==> src/rtl/fetch_if.sv <==
// Fetch-stage bus bundle: instruction-memory request/response, downstream
// control (stall/redirect/halt), branch-predictor training and F/D outputs.
interface fetch_if;
  logic        ihit;
  logic [31:0] imemload;
  logic        imemREN;
  logic [31:0] imemaddr;
  logic        stall;
  logic        redirect;
  logic [31:0] redirect_pc;
  logic        bp_update;
  logic [31:0] bp_pc;
  logic        bp_taken;
  logic        halt;
  logic        fd_valid;
  logic [31:0] fd_instr;
  logic [5:0]  fd_opcode;
  logic [31:0] fd_pc;
  logic        fd_taken;

  // Fetch stage side: consumes memory data and control, produces requests and F/D fields.
  modport master (
    input  ihit, imemload, stall, redirect, redirect_pc,
           bp_update, bp_pc, bp_taken, halt,
    output imemREN, imemaddr, fd_valid, fd_instr, fd_opcode, fd_pc, fd_taken
  );

  // Environment side: memory, hazard unit and EX-stage resolution.
  modport slave (
    output ihit, imemload, stall, redirect, redirect_pc,
           bp_update, bp_pc, bp_taken, halt,
    input  imemREN, imemaddr, fd_valid, fd_instr, fd_opcode, fd_pc, fd_taken
  );
endinterface

==> src/rtl/fetch_stage.sv <==
// MIPS instruction-fetch stage: owns the PC, predicts BEQ/BNE with a 2-bit
// branch history table, resolves J/JAL targets locally and loads the F/D fields.
module fetch_stage #(
  parameter logic [31:0] PC_INIT     = 32'h0000_0000,
  parameter int          BHT_ENTRIES = 16
) (
  input logic     CLK,
  input logic     nRST,
  fetch_if.master fif
);

  localparam int IDX_W = $clog2(BHT_ENTRIES);

  localparam logic [0:0] RUN    = 1'b0;
  localparam logic [0:0] HALTED = 1'b1;

  localparam logic [5:0] OP_J   = 6'h02;
  localparam logic [5:0] OP_JAL = 6'h03;
  localparam logic [5:0] OP_BEQ = 6'h04;
  localparam logic [5:0] OP_BNE = 6'h05;

  // Saturating 2-bit counter step: 00 and 11 are sticky at the ends.
  function automatic logic [1:0] sat_update(input logic [1:0] cnt, input logic taken);
    logic [1:0] res;
    res = cnt;
    if (taken) begin
      if (cnt != 2'b11) res = cnt + 2'd1;
    end else begin
      if (cnt != 2'b00) res = cnt - 2'd1;
    end
    return res;
  endfunction

  logic [0:0]  state_q, state_d;
  logic [31:0] pc_q, pc_d;
  logic        fd_valid_q, fd_valid_d;
  logic [31:0] fd_instr_q, fd_instr_d;
  logic [5:0]  fd_opcode_q, fd_opcode_d;
  logic [31:0] fd_pc_q, fd_pc_d;
  logic        fd_taken_q, fd_taken_d;
  logic [BHT_ENTRIES-1:0][1:0] bht_q, bht_d;

  logic [IDX_W-1:0]  rd_idx;
  logic [IDX_W-1:0]  wr_idx;
  logic              predict_taken;
  logic [5:0]        load_op;
  logic [31:0]       pc4;
  logic [31:0]       jmp_target;
  logic signed [31:0] br_off;
  logic [31:0]       br_target;

  assign fif.imemREN   = (state_q == RUN);
  assign fif.imemaddr  = pc_q;
  assign fif.fd_valid  = fd_valid_q;
  assign fif.fd_instr  = fd_instr_q;
  assign fif.fd_opcode = fd_opcode_q;
  assign fif.fd_pc     = fd_pc_q;
  assign fif.fd_taken  = fd_taken_q;

  // Prediction and candidate targets, all combinational off the current PC and fetched word.
  always_comb begin
    rd_idx        = pc_q[IDX_W+1:2];
    predict_taken = bht_q[rd_idx][1];
    load_op       = fif.imemload[31:26];
    pc4           = pc_q + 32'd4;
    jmp_target    = {pc4[31:28], fif.imemload[25:0], 2'b00};
    br_off        = {{14{fif.imemload[15]}}, fif.imemload[15:0], 2'b00};
    br_target     = pc4 + unsigned'(br_off);
  end

  // Next-PC and F/D selection: halt, then redirect, then stall, then hit/miss.
  always_comb begin
    state_d     = state_q;
    pc_d        = pc_q;
    fd_valid_d  = fd_valid_q;
    fd_instr_d  = fd_instr_q;
    fd_opcode_d = fd_opcode_q;
    fd_pc_d     = fd_pc_q;
    fd_taken_d  = fd_taken_q;
    if (fif.halt || (state_q == HALTED)) begin
      state_d    = HALTED;
      fd_valid_d = 1'b0;
    end else if (fif.redirect) begin
      pc_d        = fif.redirect_pc;
      fd_valid_d  = 1'b0;
      fd_instr_d  = '0;
      fd_opcode_d = '0;
      fd_pc_d     = '0;
      fd_taken_d  = 1'b0;
    end else if (!fif.stall) begin
      if (fif.ihit) begin
        fd_instr_d  = fif.imemload;
        fd_opcode_d = load_op;
        fd_pc_d     = pc_q;
        fd_valid_d  = 1'b1;
        if ((load_op == OP_J) || (load_op == OP_JAL)) begin
          pc_d       = jmp_target;
          fd_taken_d = 1'b1;
        end else if (((load_op == OP_BEQ) || (load_op == OP_BNE)) && predict_taken) begin
          pc_d       = br_target;
          fd_taken_d = 1'b1;
        end else begin
          pc_d       = pc4;
          fd_taken_d = 1'b0;
        end
      end else begin
        // Miss: PC waits for the memory, the latch shows a bubble.
        fd_valid_d = 1'b0;
      end
    end
  end

  // BHT training runs regardless of stall/halt; prediction above reads the pre-update value.
  always_comb begin
    bht_d  = bht_q;
    wr_idx = fif.bp_pc[IDX_W+1:2];
    if (fif.bp_update) begin
      bht_d[wr_idx] = sat_update(bht_q[wr_idx], fif.bp_taken);
    end
  end

  // State registers; synchronous active-low reset overrides every other input.
  always_ff @(posedge CLK) begin
    if (!nRST) begin
      state_q     <= RUN;
      pc_q        <= PC_INIT;
      fd_valid_q  <= 1'b0;
      fd_instr_q  <= '0;
      fd_opcode_q <= '0;
      fd_pc_q     <= '0;
      fd_taken_q  <= 1'b0;
      bht_q       <= {BHT_ENTRIES{2'b01}};
    end else begin
      state_q     <= state_d;
      pc_q        <= pc_d;
      fd_valid_q  <= fd_valid_d;
      fd_instr_q  <= fd_instr_d;
      fd_opcode_q <= fd_opcode_d;
      fd_pc_q     <= fd_pc_d;
      fd_taken_q  <= fd_taken_d;
      bht_q       <= bht_d;
    end
  end

endmodule

==> src/flat_wrapper.sv <==
// flat-port wrapper written by rule: the top's interface ports become plain ports
module fetch_stage_flat 
#(
  parameter logic [31:0] PC_INIT     = 32'h0000_0000,
  parameter int          BHT_ENTRIES = 16
)
  (CLK, nRST, fif_ihit, fif_imemload, fif_stall, fif_redirect, fif_redirect_pc, fif_bp_update, fif_bp_pc, fif_bp_taken, fif_halt, fif_imemREN, fif_imemaddr, fif_fd_valid, fif_fd_instr, fif_fd_opcode, fif_fd_pc, fif_fd_taken);
  fetch_if fif_i ();
  input logic CLK;
  input logic nRST;
  input wire logic [$bits(fif_i.ihit)-1:0] fif_ihit;
  input wire logic [$bits(fif_i.imemload)-1:0] fif_imemload;
  input wire logic [$bits(fif_i.stall)-1:0] fif_stall;
  input wire logic [$bits(fif_i.redirect)-1:0] fif_redirect;
  input wire logic [$bits(fif_i.redirect_pc)-1:0] fif_redirect_pc;
  input wire logic [$bits(fif_i.bp_update)-1:0] fif_bp_update;
  input wire logic [$bits(fif_i.bp_pc)-1:0] fif_bp_pc;
  input wire logic [$bits(fif_i.bp_taken)-1:0] fif_bp_taken;
  input wire logic [$bits(fif_i.halt)-1:0] fif_halt;
  output wire logic [$bits(fif_i.imemREN)-1:0] fif_imemREN;
  output wire logic [$bits(fif_i.imemaddr)-1:0] fif_imemaddr;
  output wire logic [$bits(fif_i.fd_valid)-1:0] fif_fd_valid;
  output wire logic [$bits(fif_i.fd_instr)-1:0] fif_fd_instr;
  output wire logic [$bits(fif_i.fd_opcode)-1:0] fif_fd_opcode;
  output wire logic [$bits(fif_i.fd_pc)-1:0] fif_fd_pc;
  output wire logic [$bits(fif_i.fd_taken)-1:0] fif_fd_taken;
  assign fif_i.ihit = fif_ihit;
  assign fif_i.imemload = fif_imemload;
  assign fif_i.stall = fif_stall;
  assign fif_i.redirect = fif_redirect;
  assign fif_i.redirect_pc = fif_redirect_pc;
  assign fif_i.bp_update = fif_bp_update;
  assign fif_i.bp_pc = fif_bp_pc;
  assign fif_i.bp_taken = fif_bp_taken;
  assign fif_i.halt = fif_halt;
  assign fif_imemREN = fif_i.imemREN;
  assign fif_imemaddr = fif_i.imemaddr;
  assign fif_fd_valid = fif_i.fd_valid;
  assign fif_fd_instr = fif_i.fd_instr;
  assign fif_fd_opcode = fif_i.fd_opcode;
  assign fif_fd_pc = fif_i.fd_pc;
  assign fif_fd_taken = fif_i.fd_taken;
  fetch_stage #(.PC_INIT(PC_INIT), .BHT_ENTRIES(BHT_ENTRIES)) u_core (.CLK(CLK), .nRST(nRST), .fif(fif_i));
endmodule
==> config.mk <==
export PLATFORM = sky130hd
export DESIGN_NAME = fetch_stage_flat
export DESIGN_NICKNAME = d
export VERILOG_FILES = /design/src/rtl/fetch_if.sv /design/src/rtl/fetch_stage.sv /design/src/flat_wrapper.sv
export SDC_FILE = /design/constraint.sdc
export NUM_CORES = 1
export LEC_CHECK = 0
export ABC_CLOCK_PERIOD_IN_PS = 5300
export CORE_MARGIN = 8
export CORE_UTILIZATION = 25
export DETAILED_ROUTE_END_ITERATION = 8
export PLACE_DENSITY = 0.49
export SLEW_MARGIN = 20
export SYNTH_ARGS = -nofsm -noshare
export SYNTH_HDL_FRONTEND = slang
export SYNTH_SLANG_ARGS = --single-unit
==> constraint.sdc <==
create_clock -name CLK -period 5.3 [get_ports CLK]
set_input_delay 0.53 -clock CLK [delete_from_list [all_inputs] [get_ports CLK]]
set_output_delay 0.53 -clock CLK [all_outputs]
set_load 0.01 [all_outputs]
# Yosys cells after proc, flatten, opt, wreduce, memory -nomap -nowiden
# Index checks and enable logic that the tools add are counted.
dict set report word_totals {
  regBits 137
  input_bits 104
  out_inout_bits 105
  elab_cells 79
}
dict set report classes {
  n_addsub 4
  magnitude_cmp 3
  eq_ne 6
  muxes 31
  n_bitwise 3
  reduce_logical 9
}
# op n
set ops {}
lappend ops {{$mux 32} 11}
lappend ops {{$add 32x3->32 const B} 1}
lappend ops {{$add 32x32->32} 1}
lappend ops {{$bwmux 32} 1}
lappend ops {{$mux 6} 3}
lappend ops {{$bmux 2 s4} 2}
lappend ops {{$mux 2} 7}
lappend ops {{$eq 6x2->1 const B} 2}
lappend ops {{$eq 6x3->1 const B} 2}
lappend ops {{$lt 4x5->1 const B} 2}
lappend ops {{$demux 2 s4} 1}
lappend ops {{$mux 1} 6}
lappend ops {{$ge 4x1->1 const B} 1}
lappend ops {{$reduce_bool 2->1} 2}
lappend ops {{$logic_or 1x1->1} 3}
lappend ops {{$not 1->1} 3}
lappend ops {{$reduce_and 3->1} 1}
lappend ops {{$reduce_or 3->1} 1}
lappend ops {{$add 2x1->2 const B} 1}
lappend ops {{$logic_and 1x1->1} 2}
lappend ops {{$ne 2x1->1 const B} 1}
lappend ops {{$ne 2x2->1 const B} 1}
lappend ops {{$sub 2x1->2 const B} 1}

# Logic depth before layout (Yosys ltp)
# Gate-level depths: netlist of the first run.
dict set report depth {
  ltp_word 8
  depth_mapped 17
  mapped_depth_nobuf 16
}

# Worst setup path before layout of the first run
# No wires, ideal clock.
dict set report synth_timing {
  kind {reg2reg}
  start {reg u_core.pc_q[6], in the netlist u_core.fif.imemaddr[6]}
  end {reg u_core.pc_q[31], in the netlist u_core.fif.imemaddr[31]}
  setup_ns 0.116
  arrival_time_ns 3.664
  t_required_ns 5.184
  setup_slack_ns 1.519
  path_stages_with_launch 18
  n_path_buf 2
  period_less_slack_ns 3.781
  cell_sequence {dfxtp_1 clkbuf_1 nand4_1 or2_1 nor4_2 nand3_1 xnor2_1 ha_1 clkbuf_1 nand2_1 nor2_1 o211ai_1 o211ai_1 a31oi_1 or3_1 or4_1 nand3_1 o21ai_1}
}
dict set report synth_between {
  elab_chain_len 7
}
# element line
set synth_lines {}
lappend synth_lines {{start, declared} fetch_stage.sv:35} ;# logic [31:0] pc_q, pc_d;
lappend synth_lines {{start signal, assigned} fetch_stage.sv:135} ;# pc_q <= pc_d;
lappend synth_lines {{$add 32x3->32 (*)} fetch_stage.sv:65} ;# pc4 = pc_q + 32'd4;
lappend synth_lines {{$add 32x32->32} fetch_stage.sv:68} ;# br_target = pc4 + unsigned'(br_off);
lappend synth_lines {{$mux 32} fetch_stage.sv:99} ;# end else if (((load_op == OP_BEQ) || (load_op == OP_BNE)) && predict_taken) begin
lappend synth_lines {{$mux 32 (*)} fetch_stage.sv:96} ;# if ((load_op == OP_J) || (load_op == OP_JAL)) begin
lappend synth_lines {{$mux 32 (*)} fetch_stage.sv:91} ;# if (fif.ihit) begin
lappend synth_lines {{$mux 32 (*)} fetch_stage.sv:90} ;# end else if (!fif.stall) begin
lappend synth_lines {{$mux 32 (*)} fetch_stage.sv:83} ;# end else if (fif.redirect) begin
# Every way passes the cells marked *; elsewhere a longest branch is shown, timed or not. The select of a mux whose other input is x is not followed.
# A chain may end at the register's enable or synchronous reset.

# Worst setup path after layout of the first run
dict set report layout_timing {
  start {reg u_core.pc_q[3], in the netlist u_core.fif.imemaddr[3]}
  end {reg u_core.pc_q[30], in the netlist u_core.fif.imemaddr[30]}
}
dict set report layout_between {
  elab_chain_len 8
  word_cells_on_any_way 10
  cone_classes {add/sub: 2; mux: 7; reduce/logical: 1}
}
# element line
set layout_lines {}
lappend layout_lines {{parallel branches: the longest is 4 deep, another holds $add 32x3->32} n/a}
lappend layout_lines {{$mux 32 (*)} fetch_stage.sv:96}
lappend layout_lines {{$mux 32 (*)} fetch_stage.sv:91}
lappend layout_lines {{$mux 32 (*)} fetch_stage.sv:90}
lappend layout_lines {{$mux 32 (*)} fetch_stage.sv:83}
# Mark *: on every way between the ends. The select of a mux whose other input is x is not followed.

==> impl_metrics.toml, run 1 <==
[setup_path]
path_depth = 15
end_kind = "flop"
crit_path_frequent_cell = "nor2_1"
crit_buf_inv = 0
crit_path_max_incr_delay_ns = 0.64
critPathSlowestCell = "dfxtp_1"
critical_path.max_fanout = 10
critPathArrivalTime_ns = 4.69
critical_path_class = "flop to flop"
start_kind = "flop"
cp_cell_sequence = "ha_1 > nand3_1 > nor2_1 > nand2_1 > xnor2_1 > ha_1 > a21o_1 > a31oi_1 > nor4bb_1 > nor4_1 > nor2_1 > o21ai_0 > o22ai_1 > mux2i_1 > nor2_1"
crit_family = "simple AND/OR/NAND/NOR gates"
cp.required_ns = 5.62
reg2regPathDepth = 15

[timing]
finClkSkew_ns = 0.02602
fmax_mhz = 228.6
fin_crit_ns = 4.375
rsz0062_at_grt = "no"
slew_viol_final = 0
min_period_over_period = 0.8254
fin_setup_tns_ns = 0
slew_headroom = 0.3637
worst_pin_slew_ns = 0.9534
setup_viol = 0
finalHoldViolations = 0

[synth]
synthAdderAreaFrac = 0.06168
synthArstFlopShare = 0
yosysWarnings = 0
synth-seq-cells = 131
synth_top_family_by_area = "compound AO/OA/AOI/OAI gates"
synth-simple-area-share = 0.2179
synthDistinctLibCells = 66
netlist_area_sq_um = 7951
synth_edf_count = 0
synth_seq_area_share = 0.3298
synth_compound_area_frac = 0.2285
synth_cells = 955
synth-xor-area-share = 0.05618
syn_avg_cell_area_sq_um = 8.326
synthFlopType = "dfxtp_1"
syn_nets = 1096
synth_mux_area_frac = 0.06105

[clock_tree]
cts_resized = 0
cts-root-buf = "clkbuf_16"
clockBufferDepth = 2
cts_max_level = 4
numCtsBuffers = 17
cts_tree = "yes"
cts_setup_buffers = 0
holdBufCountCts = 0
insertion_delay_ns = 0.44
clkSinkCount = 131
clk_pin_slew_worst_paths_ns = 0.07

[die]
die_w_um = 194.3
row_count = 65
boundaryPins = 209
die_y_um = 194.3
initial_core_util = 0.2526
dieArea_sq_um = 37770
core_area_sq_um = 31470

[detailed_routing]
wl_per_cell_um = 19.66
detail_route.iter0.violations = 459
routed_wl_um = 29730
via_per_inst = 5.118
vias = 7739
ant_nets = 0
drt_first_pass_iters = 5
drc = 0

[outcome]
status = "finished, final reports clean"

[placement]
portBuffers = 180
dp_hpwl_um = 21360
gp_congestion = 0.8397

[power_and_ir_drop]
power_frac_comb = 0.176
power.switching_uw = 813.0
intPower_uw = 1973
swShare = 0.2918
pwr-share-seq = 0.377
vdd_drop_max_v = 0.0001850
clockPowerShare = 0.446
p_leak_uw = 0.003837
p_per_area_nw_per_um2 = 261.1

[global_route]
grt_pass1_vias = 7769
grt-ovfl-total = 0
grt_pass1_wl_um = 46240
grt_usage = 0.1547
antenna_found_initial = 1
grt_max_degree = 73

[job]
cap_violations = 0

[hold_path]
whs_path_depth = 1
hold_class = "flop to flop"

[cells_and_area]
final_nets = 1237
final_core_util = 0.3391
drive_gt1_frac = 0.06408
area_growth_pct = 34.21
## worst paths after layout
path / from / to / slack (ns)
setup / recovery: u_core.fif.imemaddr[3]$_SDFFE_PN0P_ / u_core.fif.imemaddr[30]$_SDFFE_PN0P_ / 0.93
hold / removal: u_core.state_q$_SDFFE_PN0N_ / u_core.fif.fd_valid$_SDFFE_PP0N_ / 0.47
setup reg to reg: u_core.fif.imemaddr[3]$_SDFFE_PN0P_ / u_core.fif.imemaddr[30]$_SDFFE_PN0P_ / 0.93
hold reg to reg: u_core.state_q$_SDFFE_PN0N_ / u_core.fif.fd_valid$_SDFFE_PP0N_ / 0.47
## sequential cells by signal, summed over array words and instances (netlist names)
name and cells:
u_core.state_q 1, u_core.fif.fd_taken 1, u_core.bht_q 32, u_core.fif.fd_instr 26, u_core.fif.fd_opcode 6, u_core.fif.imemaddr 32
u_core.fif.fd_valid 1, u_core.fif.fd_pc 32
## kinds of logic (layout without fill, tap and decap cells)
| kind of cell | Yosys count | count (layout) |
|---|---|---|
| AND/OR/NAND/NOR | 347 | 347 |
| AO/OA/AOI/OAI | 271 | 271 |
| flip-flops | 131 | 131 |
| buffers and inverters | 85 | 238 |
| XOR/XNOR | 51 | 51 |
| adder cells (fa/ha/maj) | 39 | 39 |
| multiplexers | 31 | 31 |
| other | 0 | 2 |
## cells in the mapped netlist, types with 3 or more instances
cell	instances	area share
dfxtp_1	131	0.33
nor2_1	87	0.041
nand2_1	84	0.040
a22oi_1	77	0.073
nor2b_1	58	0.046
o21ai_0	55	0.035
clkbuf_1	43	0.020
nand3_1	42	0.026
a21oi_1	41	0.026
ha_1	36	0.057
xnor2_1	29	0.032
xor2_1	22	0.024
mux2i_1	17	0.021
mux4_2	14	0.040
inv_1	12	0.0057
nor3_1	12	0.0076
a31oi_1	11	0.0087
buf_1	11	0.0052
buf_2	11	0.0069
a21boi_1	10	0.0094
o22ai_1	10	0.0079
a221oi_1	9	0.0099
and3_1	9	0.0071
a211oi_1	8	0.0076
a21o_1	8	0.0076
nand4_1	8	0.0063
and2_1	7	0.0055
buf_4	6	0.0057
nand2b_1	6	0.0047
nor3b_1	6	0.0057
or3_1	6	0.0047
a32oi_1	5	0.0055
nor4_1	5	0.0039
o211ai_1	5	0.0047
a22o_1	4	0.0044
nand3b_1	4	0.0038
o21a_1	4	0.0038
o21bai_1	4	0.0038
o21ai_1	3	0.0019
## cell type report
class | count | area [sq um]
Antenna cell | 2 | 5.005
Clock buffer | 21 | 470.5
Clock inverter | 10 | 123.9
Fill cell | 3347 | 20800
Inverter | 13 | 48.80
Multi-Input combinational cell | 739 | 4996
Sequential cell | 131 | 2623
Tap cell | 402 | 503.0
Timing Repair Buffer | 194 | 1902
## power groups by stage
stage | clock, uW | combinational, uW | sequential, uW
finish | 1240 | 492 | 1050
detailed placement | 0 | 489 | 1070
floorplan | 0 | 280 | 1070
CTS | 1270 | 492 | 1050
global placement | 0 | 489 | 1070
global route | 1320 | 539 | 1060
## stage by stage
stage | instances | cell area [sq um] | hold slack [ns] | worst slack [ns] | power (uW)
5_1_grt | 1511 | 10670 | 0.4996 | 0.5769 | 2913
3_3_place_gp | 1479 | 10070 | 0.4478 | 0.9666 | 1561
2_1_floorplan | 955 | 7951 | 0.4218 | 1.519 | 1349
6_report | 1512 | 10670 | 0.4689 | 0.9253 | 2786
4_1_cts | 1510 | 10670 | 0.4637 | 0.9667 | 2817
3_5_place_dp | 1479 | 10070 | 0.4518 | 0.9986 | 1562
## layout by cell type (no fill, tap or decap), drive strengths merged, types with 6 or more instances in the layout
cell type,count
clkdlybuf4s50,179
dfxtp,131
nor2,88
nand2,84
a22oi,77
nor2b,58
o21ai,58
nand3,42
a21oi,41
ha,36
xnor2,29
xor2,22
clkbuf,21
mux2i,17
buf,15
inv,15
mux4,14
nor3,12
a31oi,11
o22ai,10
a21boi,10
and3,9
a221oi,9
nand4,9
a21o,8
a211oi,8
and2,8
nor4,7
nand2b,6
or3,6
nor3b,6
## metal layers
metal / vias up / routed length, um / GRT usage / part of all wire
met3: 14 / 1878 / 0.04647 / 0.063
li1: 3769 / - / - / -
met5: - / 0 / 0 / 0
met4: 0 / 284 / 0.03564 / 0.0096
met2: 214 / 12600 / 0.2333 / 0.42
met1: 3742 / 14960 / 0.2135 / 0.50
(Power assumes the default switching activity.)
==> run 2: changes to the inputs <==
--- a/config.mk
+++ b/config.mk
@@ -5,11 +5,11 @@
 export SDC_FILE = /design/constraint.sdc
 export NUM_CORES = 1
 export LEC_CHECK = 0
-export ABC_CLOCK_PERIOD_IN_PS = 5300
+export ABC_CLOCK_PERIOD_IN_PS = 3850
 export CORE_MARGIN = 8
 export CORE_UTILIZATION = 25
 export DETAILED_ROUTE_END_ITERATION = 8
-export PLACE_DENSITY = 0.49
+export PLACE_DENSITY = 0.5
 export SLEW_MARGIN = 20
 export SYNTH_ARGS = -nofsm -noshare
 export SYNTH_HDL_FRONTEND = slang
==> constraint.sdc (replaced) <==
create_clock -name CLK -period 3.85 [get_ports CLK]
set_input_delay 0.385 -clock CLK [delete_from_list [all_inputs] [get_ports CLK]]
set_output_delay 0.385 -clock CLK [all_outputs]
set_load 0.01 [all_outputs]
==> run 2 against run 1 <==
- highest routed layer unchanged
- sequential share of layout area shrank 0.93 points
- first-iteration DRC count up 4.4%
- non-clock buffer count increased by 44
- sequential power increased by 36%
- maximum frequency increased by 22%
- clock skew fell by 0.0058 ns
- register-to-register slack worse by 0.66 ns
==> impl_metrics.toml, run 2 (synthesis gave the netlist of run 1 again) <==
[placement]
portBuffers = 180
dp_hpwl_um = 21840
gp_congestion = 0.8489
placed_cell_area_sq_um = 10380
place_ws_ns = -0.02098

[clock_tree]
cts_max_level = 4
holdBufCountCts = 0
numCtsBuffers = 17
clk_pin_slew_worst_paths_ns = 0.07
clkSinkCount = 131
cts_tree = "yes"
clockBufferDepth = 2
insertion_delay_ns = 0.44
cts-root-buf = "clkbuf_16"

[timing]
fmax_mhz = 278.7
slew_headroom = 0.3256
setup_ws_ns = 0.2613
holdWs_ns = 0.3918
rsz0062_at_grt = "no"
finClkSkew_ns = 0.02024
finalHoldViolations = 0
fin_setup_tns_ns = 0
fin_crit_ns = 3.589
setup_viol = 0
worst_pin_slew_ns = 1.012
slew_viol_final = 0
min_period_over_period = 0.9321

[cells_and_area]
final_nets = 1281
multi_input_area_sq_um = 5054
drive_gt1_frac = 0.1101
register_area_sq_um = 2624
area_growth_pct = 39.56
final_core_util = 0.3526
fin_area_sq_um = 11100
layout_commonest_cell = "clkdlybuf4s50_1"
fill_cells = 3263
layout_common_cells = "179 x clkdlybuf4s50_1, 130 x dfxtp_1, 84 x nand2_1, 84 x nor2_1, 77 x a22oi_1"

[setup_path]
r2r_start = "u_core.fif.imemaddr[3]$_SDFFE_PN0P_"
startpoint = "u_core.fif.imemaddr[3]$_SDFFE_PN0P_"
reg2regPathDepth = 18
start_kind = "flop"
cp.required_ns = 4.21
end_kind = "flop"
critical_path_class = "flop to flop"
critical_path.max_fanout = 6
critPathArrivalTime_ns = 3.95

[global_route]
grt_pass1_wl_um = 46860
antenna_found_initial = 1
grt_usage = 0.1570
grt-ovfl-total = 0
grt_max_degree = 101
grt_pass1_vias = 7901

[hold_path]
worstHoldStart = "nRST"
whs_path_depth = 3
hold_class = "primary input to flop"

[die]
die_y_um = 194.3
initial_core_util = 0.2526
dieArea_sq_um = 37770
core_area_sq_um = 31470
row_count = 65
die_w_um = 194.3
boundaryPins = 209

[power_and_ir_drop]
p_per_area_nw_per_um2 = 353.1
vdd_drop_max_v = 0.0002752
p_leak_uw = 0.004104

[job]
cap_violations = 0

[outcome]
status = "finished, final reports clean"

[detailed_routing]
vias = 7856
drc = 0
via_per_inst = 5.049
wl_per_cell_um = 19.35
routed_wl_um = 30110
drt_first_pass_iters = 4
detail_route.iter0.violations = 479
ant_nets = 0
run 2: changes by cell type in the layout (fill, tap and decap cells not counted), sizes merged:
cell / before / now
clkinv: 4 / 6
bufinv: 2 / 3
clkinvlp: 2 / 3
diode: 2 / 1
inv: 15 / 13
clkbuf: 21 / 20
buf: 15 / 59
run 2: final timing paths:
path	endpoint	slack [ns]
worst max-delay path	u_core.fif.imemaddr[29]$_SDFFE_PN0P_	0.26
worst min-delay path	u_core.fif.imemaddr[28]$_SDFFE_PN0P_	0.39
worst max register to register	u_core.fif.imemaddr[29]$_SDFFE_PN0P_	0.26
worst min register to register	u_core.fif.fd_valid$_SDFFE_PP0N_	0.45
run 2: cell type report:
cell class	count	share of cell area
multi-input cells	739	0.4554
flip-flops and latches	131	0.2364
repair buffers	238	0.2023
well taps	402	0.04533
clock buffers	20	0.04206
clock inverters	12	0.01387
inverters	13	0.004397
diodes	1	0.0002255
run 2: per-layer routing:
metal  share of wire  GRT usage  wire, um  vias to the layer above
met4           0.020    0.05318       608                        0
met2            0.42     0.2305     12600                      198
met5               0          0         0                        -
met3           0.053    0.03939      1597                       30
li1                -          -         -                     3873
met1            0.51     0.2200     15300                     3755
run 2: worst max-delay path, cell delays in order, from the launching register on:
cell	delay, ns
dfxtp_2	0.36
ha_1	0.20
nand3_1	0.09
buf_4	0.18
nor4_4	0.24
buf_4	0.18
nand3_1	0.14
xnor2_2	0.19
ha_1	0.35
a21o_1	0.21
a21o_1	0.19
a21oi_2	0.14
o211ai_1	0.09
a31oi_1	0.24
buf_4	0.17
o21ai_0	0.11
xnor2_1	0.17
nand3_1	0.09
a31oi_1	0.18
run 2: repair_timing:
action,CTS,global route
setup endpoints to repair,1,9
buffers inserted,0,5
endpoints found under the hold margin,0,0
resized for setup,1,13
pin swaps,0,5
run 2: through the flow:
| stage | power [uW] | std cells |
|---|---|---|
| floorplan | 1856 | 955 |
| detailed placement | 2185 | 1518 |
| CTS | 3966 | 1550 |
| finish | 3918 | 1556 |
| global placement | 2183 | 1518 |
| global route | 4096 | 1556 |
run 2: where the power goes:
group	internal, uW	switching [uW]	total (uW)
combinational	343	392	735
clock	1070	680	1750
sequential	1400	37.1	1430
total	2810	1110	3920
==> run 3: changes to the inputs <==
--- a/config.mk
+++ b/config.mk
@@ -10,6 +10,7 @@
 export CORE_UTILIZATION = 25
 export DETAILED_ROUTE_END_ITERATION = 8
 export PLACE_DENSITY = 0.5
+export SETUP_SLACK_MARGIN = 0.4
 export SLEW_MARGIN = 20
 export SYNTH_ARGS = -nofsm -noshare
 export SYNTH_HDL_FRONTEND = slang
==> run 3 against run 2 <==
- final area is 3.3% higher
- count of clock-buffer cells in the layout is 3 lower
- utilization is 1.2 points higher
- critical path depth is 2 lower
- die area stayed put
- register-to-register slack better by 0.13 ns
- maximum frequency is 3.7% higher
- via count is 1.5% higher
- sequential cell count stayed put
- sequential power hardly changed
- clock skew is 0.0037 ns lower
- clock power is 4% lower
- largest cell class unchanged
- highest routed layer unchanged
==> impl_metrics.toml, run 3 (synthesis gave the netlist of run 1 again) <==
[cells_and_area]
area_growth_pct = 44.14
fill_cells = 3210
final_nets = 1293
layout_commonest_cell = "clkdlybuf4s50_1"
drive_gt1_frac = 0.1579
layout_common_cells = "179 x clkdlybuf4s50_1, 121 x dfxtp_1, 82 x nand2_1, 80 x nor2_1, 77 x a22oi_1"
multi_input_area_sq_um = 5324
register_area_sq_um = 2640

[timing]
fin_crit_ns = 3.462
slew_viol_final = 0
worst_pin_slew_ns = 0.8094
fin_setup_tns_ns = 0
rsz0062_at_grt = "yes"
holdWs_ns = 0.4516
min_period_over_period = 0.8991
finClkSkew_ns = 0.01651
slew_headroom = 0.4593
setup_viol = 0
finalHoldViolations = 0
fmax_mhz = 288.9

[detailed_routing]
via_per_inst = 5.085
wl_per_cell_um = 19.49
routed_wl_um = 30570
vias = 7973
drt_first_pass_iters = 4
detail_route.iter0.violations = 444
ant_nets = 0
drc = 0

[clock_tree]
insertion_delay_ns = 0.44
cts_max_level = 4
numCtsBuffers = 17
clkSinkCount = 131
clockBufferDepth = 2
holdBufCountCts = 0
cts-root-buf = "clkbuf_16"
cts_tree = "yes"
clk_pin_slew_worst_paths_ns = 0.07

[power_and_ir_drop]
p_per_area_nw_per_um2 = 340.0
vdd_drop_max_v = 0.0002775
total_power_uw = 3897
p_leak_uw = 0.004228

[global_route]
antenna_found_initial = 0
grt-ovfl-total = 0
grt_pass1_wl_um = 48050
grt_usage = 0.1598
grt_max_degree = 61
grt_pass1_vias = 7934

[die]
die_y_um = 194.3
initial_core_util = 0.2526
core_area_sq_um = 31470
dieArea_sq_um = 37770
row_count = 65
die_w_um = 194.3
boundaryPins = 209

[setup_path]
critical_path.max_fanout = 5
critPathArrivalTime_ns = 3.79
end_kind = "flop"
cp.required_ns = 4.18
start_kind = "flop"
critical_path_class = "flop to flop"

[placement]
dp_hpwl_um = 22300
gp_congestion = 0.8444
portBuffers = 180

[outcome]
status = "finished, final reports clean"

[job]
cap_violations = 0

[hold_path]
hold_class = "flop to flop"
[run 3: cell count changes in the layout (fill, tap and decap cells not counted), moves of 5 or more]
cell	delta
buf_4	+10
dfxtp_1	-9
dfxtp_2	+7
ha_1	-6
inv_6	+7
o21ai_0	-6
xnor2_1	-5
[run 3: layout make-up]
cell class	instances	share of cell area
antenna	1	0.0002183
clock buffer	17	0.03712
clock inverter	15	0.01452
inverter	13	0.004258
multi-input combinational	739	0.4645
sequential	131	0.2303
tap	402	0.04389
timing repair buffer	250	0.2051
[run 3: worst paths after layout]
check,from,endpoint,slack [ns],cells past startpoint
max reg2reg,u_core.fif.imemaddr[7]$_SDFFE_PN0P_,u_core.fif.imemaddr[24]$_SDFFE_PN0P_,0.39,16
max,u_core.fif.imemaddr[7]$_SDFFE_PN0P_,u_core.fif.imemaddr[24]$_SDFFE_PN0P_,0.39,16
min reg2reg,u_core.state_q$_SDFFE_PN0N_,u_core.fif.fd_valid$_SDFFE_PP0N_,0.45,1
min,u_core.state_q$_SDFFE_PN0N_,u_core.fif.fd_valid$_SDFFE_PP0N_,0.45,1
[run 3: worst max-delay path, cell delays in order (launching register included)]
cell	delay [ns]
dfxtp_2	0.33
nand4_1	0.16
or2_4	0.35
nor2_4	0.11
nand2_2	0.07
xnor2_2	0.14
ha_1	0.36
a21o_1	0.23
a31oi_2	0.20
nor4bb_4	0.34
nor4_4	0.08
buf_4	0.17
nor4_4	0.20
o311ai_2	0.13
xor2_1	0.19
nor2_1	0.06
o41ai_1	0.23
[run 3: timing repair]
action,CTS,global route
endpoints found under the hold margin,0,0
endpoints found under the setup margin,14,18
buffers inserted,5,4
gates resized for setup,35,34
pin swaps,15,14
[run 3: stage by stage]
| step | worst slack (ns) | std cells | instance area, sq um | utilization |
|---|---|---|---|---|
| global route | 0.2156 | 1567 | 11460 | 0.3641 |
| finish | 0.3883 | 1568 | 11460 | 0.3641 |
| floorplan | 0.4009 | 955 | 8035 | - |
| CTS | 0.4022 | 1563 | 11290 | 0.3586 |
| detailed placement | 0.1080 | 1526 | 10490 | 0.3334 |
| global placement | 0.1581 | 1526 | 10490 | 0.3334 |
[run 3: report_power, final]
group / leakage, uW / internal (uW) / total [uW] / switching, uW
clock: 0.000282 / 969 / 1680 / 714
sequential: 0.00107 / 1400 / 1430 / 37.5
combinational: 0.00288 / 369 / 781 / 412
[run 3: layer usage]
metal | up-vias | part of all wire | track usage
met1 | 3825 | 0.50 | 0.2231
met5 | - | 0 | 0
met3 | 25 | 0.061 | 0.04077
li1 | 3891 | - | -
met2 | 232 | 0.43 | 0.2396
met4 | 0 | 0.017 | 0.04413
